===== config.mk =====
export PLATFORM = sky130hd
export DESIGN_NAME = rsa_modexp_scheduler
export DESIGN_NICKNAME = d
export VERILOG_FILES = /design/src/rtl/rsa_modexp_scheduler.sv
export SDC_FILE = /design/constraint.sdc
export NUM_CORES = 1
export LEC_CHECK = 0
export ABC_AREA = 1
export CORE_AREA = 2 2 223 225
export DETAILED_ROUTE_END_ITERATION = 10
export DIE_AREA = 0 0 225 227
export PLACE_DENSITY = 0.68
export SLEW_MARGIN = 20
export SYNTH_ARGS = -nofsm -noshare
export SYNTH_HDL_FRONTEND = slang
export SYNTH_SLANG_ARGS = --single-unit

===== constraint.sdc =====
create_clock -name i_clk -period 37.9 [get_ports i_clk]
set_input_delay 7.58 -clock i_clk [delete_from_list [all_inputs] [get_ports i_clk]]
set_output_delay 7.58 -clock i_clk [all_outputs]
set_load 0.01 [all_outputs]

===== src/rtl/rsa_modexp_scheduler.sv =====
// rsa_modexp_scheduler: holds the RSA key, arbitrates two requesters round-robin,
// drives the shared modexp engine with a start pulse and returns the result with
// a timeout guard.
module rsa_modexp_scheduler #(
    parameter int unsigned N       = 55,
    parameter int unsigned TIMEOUT = 4096
) (
    input  logic         i_clk,
    input  logic         i_reset,
    input  logic         i_cfg_we,
    input  logic [N-1:0] i_cfg_modulus,
    input  logic [N-1:0] i_cfg_e,
    input  logic [N-1:0] i_cfg_d,
    input  logic [1:0]   i_req_valid,
    input  logic [1:0]   i_req_op,
    input  logic [N-1:0] i_req_base0,
    input  logic [N-1:0] i_req_base1,
    output logic [1:0]   o_req_ready,
    output logic [1:0]   o_rsp_valid,
    input  logic [1:0]   i_rsp_ready,
    output logic [N-1:0] o_rsp_data,
    output logic         o_rsp_err,
    output logic         o_eng_st,
    output logic [N-1:0] o_eng_base,
    output logic [N-1:0] o_eng_exponent,
    output logic [N-1:0] o_eng_modulus,
    input  logic [N-1:0] i_eng_out,
    input  logic         i_eng_done,
    output logic         o_busy
);

    localparam int unsigned  TW        = (TIMEOUT > 1) ? $clog2(TIMEOUT) : 1;
    localparam logic [TW-1:0] TimerLast = TW'(TIMEOUT - 1);

    typedef enum logic [1:0] {StIdle, StStart, StWait, StResp} state_e;

    state_e        r_state;
    logic          r_cfg_loaded;
    logic          r_last_grant;
    logic          r_id;
    logic [N-1:0]  r_n;
    logic [N-1:0]  r_e;
    logic [N-1:0]  r_d;
    logic [TW-1:0] r_timer;
    logic [1:0]    r_rsp_valid;
    logic [N-1:0]  r_rsp_data;
    logic          r_rsp_err;
    logic          r_eng_st;
    logic [N-1:0]  r_eng_base;
    logic [N-1:0]  r_eng_exp;
    logic [N-1:0]  r_eng_mod;
    logic          r_busy;

    logic [1:0]    w_req_ready;
    logic          w_grant_id;
    logic          w_take;
    logic [N-1:0]  w_base;

    // Round-robin grant; a config write in the same cycle suppresses any grant.
    always_comb begin
        w_req_ready = 2'b00;
        w_grant_id  = 1'b0;
        if (r_state == StIdle && r_cfg_loaded && !i_cfg_we) begin
            case (i_req_valid)
                2'b01: begin
                    w_grant_id  = 1'b0;
                    w_req_ready = 2'b01;
                end
                2'b10: begin
                    w_grant_id  = 1'b1;
                    w_req_ready = 2'b10;
                end
                2'b11: begin
                    w_grant_id  = ~r_last_grant;
                    w_req_ready = {~r_last_grant, r_last_grant};
                end
                default: begin
                    w_grant_id  = 1'b0;
                    w_req_ready = 2'b00;
                end
            endcase
        end
    end

    assign w_take = |(w_req_ready & i_req_valid);
    assign w_base = w_grant_id ? i_req_base1 : i_req_base0;

    // Job sequencing FSM with registered outputs.
    always_ff @(posedge i_clk or posedge i_reset) begin
        if (i_reset) begin
            r_state      <= StIdle;
            r_cfg_loaded <= 1'b0;
            r_last_grant <= 1'b1;
            r_id         <= 1'b0;
            r_n          <= '0;
            r_e          <= '0;
            r_d          <= '0;
            r_timer      <= '0;
            r_rsp_valid  <= 2'b00;
            r_rsp_data   <= '0;
            r_rsp_err    <= 1'b0;
            r_eng_st     <= 1'b0;
            r_eng_base   <= '0;
            r_eng_exp    <= '0;
            r_eng_mod    <= '0;
            r_busy       <= 1'b0;
        end else begin
            r_eng_st <= 1'b0;
            case (r_state)
                StIdle: begin
                    if (i_cfg_we) begin
                        if (i_cfg_modulus >= N'(2)) begin
                            r_n          <= i_cfg_modulus;
                            r_e          <= i_cfg_e;
                            r_d          <= i_cfg_d;
                            r_cfg_loaded <= 1'b1;
                        end
                    end else if (w_take) begin
                        r_id       <= w_grant_id;
                        r_eng_base <= w_base;
                        r_eng_exp  <= i_req_op[w_grant_id] ? r_d : r_e;
                        r_eng_mod  <= r_n;
                        r_busy     <= 1'b1;
                        if (w_base >= r_n) begin
                            // Base outside the residue range: reject without the engine.
                            r_rsp_data  <= '0;
                            r_rsp_err   <= 1'b1;
                            r_rsp_valid <= {w_grant_id, ~w_grant_id};
                            r_state     <= StResp;
                        end else begin
                            r_eng_st <= 1'b1;
                            r_state  <= StStart;
                        end
                    end
                end
                StStart: begin
                    r_timer <= '0;
                    r_state <= StWait;
                end
                StWait: begin
                    if (i_eng_done) begin
                        r_rsp_data  <= i_eng_out;
                        r_rsp_err   <= 1'b0;
                        r_rsp_valid <= {r_id, ~r_id};
                        r_state     <= StResp;
                    end else if (r_timer == TimerLast) begin
                        r_rsp_data  <= '0;
                        r_rsp_err   <= 1'b1;
                        r_rsp_valid <= {r_id, ~r_id};
                        r_state     <= StResp;
                    end else begin
                        r_timer <= r_timer + 1'b1;
                    end
                end
                StResp: begin
                    if (i_rsp_ready[r_id]) begin
                        r_rsp_valid  <= 2'b00;
                        r_last_grant <= r_id;
                        r_busy       <= 1'b0;
                        r_state      <= StIdle;
                    end
                end
                default: r_state <= StIdle;
            endcase
        end
    end

    assign o_req_ready    = w_req_ready;
    assign o_rsp_valid    = r_rsp_valid;
    assign o_rsp_data     = r_rsp_data;
    assign o_rsp_err      = r_rsp_err;
    assign o_eng_st       = r_eng_st;
    assign o_eng_base     = r_eng_base;
    assign o_eng_exponent = r_eng_exp;
    assign o_eng_modulus  = r_eng_mod;
    assign o_busy         = r_busy;

endmodule

==> run summary <==
Mean Syn Cell Area = 7.98 um2
Placement Setup Slack = 21180 ps
Placed cell count = 3466
Tmin final = 16730 ps
Final Hold Fails = 0
Post-route DRC = 0
Max Buffers Root-to-Sink = 3
Tot GR Track Use = 24.2%
Static leakage = 0.0134 uW
Worst-path clk slew = 60 ps
Crit start category = input port
CP Data Required Time = 30320 ps
Core area = 48500 um2
Slew Limit Fails = 0
Worst Setup End Kind = output port
Pwr Total = 1980 uW
Post-synth top cells = 928 x nand2_1, 406 x dfrtp_1, 205 x inv_1, 185 x nand3_1, 178 x o21ai_0
Synth top area share = 53.2%
CTS sink cnt = 407
Placer Congestion = 0.877
Number of flops mapped to enable cells by yosys = 0
Fmax = 59.8 MHz
Setup Total Neg Slack = 0 ps
Detailed-route via count = 17602
Clk_lat worst skew = 560 ps
Slew @ Worst Pin = 1100 ps
# rows = 81
#FFs+latches synth = 407
Register area = 10200 um2
RSZ-0062 raised after global routing = no
PD cells = 74.2 nW/um2
Post-Syn Area = 19100 um2
CTS tree = built
Syn-to-layout area delta = 39.8%
DR WL/cell = 17.6 um
Hpwl dp = 44.7 mm
Die width = 225 um
Worst hold slack = 463 ps
Initial DRC Count = 1194
Total Die Area = 51100 um2
Non-Filler Instances = 3558
Fillers = 4497
Slew headroom = 26.9%
Number of antenna violations at the first check in global routing = 11
Cts hold-fix bufs = 0
Final nets = 3293
Crit path kind = in2out
Post-DRT Antenna Nets = 0
Die Y = 227 um
Top_reg_cell synth = dfrtp_1
Tcrit/Tclk final = 44.1%
# port buffers = 566
# resized after CTS = 0
Dominant cell type by area after synthesis = dfrtp_1
Clock skew = 13.7 ps
Max-Cap Viols = 0
Final worst setup slack = 21170 ps
Max IR drop VDD = 0.0393 mV
Distinct cell type count after synthesis = 36
Area contributors post-synth = dfrtp_1 53%, nand2_1 18%, nand3_1 4.8%
Post-CTS Setup Inserts = 0
CTS H-tree lvls = 2
Status = completed
Largest net degree at the start of global routing = 124
HP Class = reg2reg
Num CTS Buffers = 46
Syn Nets = 2793
Overflow left after global routing = 0
Multi-input logic area = 7480 um2
Synth warnings = 0
Vias in the first global route = 17764
Crit-path max FO = 3
Critical path arrival = 9150 ps
Mapped Cells = 2392
First-pass GRT wire length = 96.9 mm
Asr flop ratio synth = 100%
Sequential cell area fraction in the yosys report = 53.3%
Initial Util = 39.3%
Root buf cell = clkbuf_16
Final WL = 62.7 mm
Most common cell in the synthesized netlist = nand2_1
DRT Pass-1 Iters = 6
Share of layout cells above drive strength 1 = 3.89%
IO Count = 567
Vias per cell = 4.95
Final setup vio count = 0
critical path, cell delays in order:
cell	delay, ps
clkdlybuf4s50_1	560
inv_1	110
nor3_1	330
nor3_4	70
clkdlybuf4s50_1	490
layout make-up:
type	count	share of cell area [%]
Sequential cell	407	38.2
Multi-Input combinational cell	1643	28.0
Timing Repair Buffer	584	21.7
Clock buffer	70	5.45
Inverter	210	3.00
Tap cell	622	2.92
Clock inverter	13	0.651
Antenna cell	9	0.0844
power breakdown:
group | internal, uW | leakage (uW) | switching [uW]
registers | 624 | 0.00521 | 105
logic | 351 | 0.00735 | 429
clock network | 291 | 0.000803 | 179
routing by layer:
layer | wire length, um | global-route usage [%]
met5 | 39 | 0
met4 | 2550 | 11.0
met3 | 5340 | 7.46
met2 | 29800 | 40.7
met1 | 24900 | 28.6
registers in the layout, summed over array words and instances (netlist names), 2 cells and up:
name            count
o_rsp_valid         2
r_n                55
r_d                55
o_eng_modulus      55
r_timer            12
r_e                55
r_state             2
o_eng_base         55
o_eng_exponent     55
o_rsp_data         55
final timing paths:
kind                                              from                              to  slack, ps  depth (start not counted)
worst max-delay path                    i_req_valid[1]                  o_req_ready[1]      21170                          5
worst min-delay path               r_d[53]$_DFFE_PP0P_             r_d[53]$_DFFE_PP0P_        460                          2
worst max register to register  r_state[0]$_DFFE_PP0P_      o_rsp_data[48]$_DFFE_PP0P_      32920                         21
worst min register to register     r_d[53]$_DFFE_PP0P_             r_d[53]$_DFFE_PP0P_        460                          2
max in group asynchronous                      i_reset    o_eng_modulus[3]$_DFFE_PP0P_      27370                          5
min in group asynchronous                      i_reset  o_eng_exponent[47]$_DFFE_PP0P_       7540                          2
through the flow:
| stage | cell area [um2] | utilization [%] |
|---|---|---|
| final | 26700 | 55.0 |
| after global routing | 26700 | 55.0 |
| after CTS | 26700 | 54.9 |
| after detailed placement | 25000 | 51.6 |
| after global placement | 25000 | 51.6 |
| after floorplan | 19100 | - |
cell families (layout without fill, tap and decap cells):
kind of cell	after synthesis	in the layout	share of synthesized area, %
AOI/OAI and AO/OA	280	280	7.48
xor gates and xnor gates	3	3	0.138
adders and majority gates	61	61	4.00
buffers and inverters	342	877	7.65
DFF	407	407	53.3
muxes	1	1	0.0524
other	0	9	0
and+or+nand+nor	1298	1298	27.3
layout by cell type (no fill, tap or decap), types with 49 or more instances in the layout:
cell / n
clkdlybuf4s50_1: 566
clkbuf_16: 49
inv_1: 203
nand2_1: 926
nor2_1: 148
nand3_1: 184
ha_1: 61
o21ai_1: 55
dfrtp_1: 406
o21ai_0: 178
(Power assumes the default switching activity.)
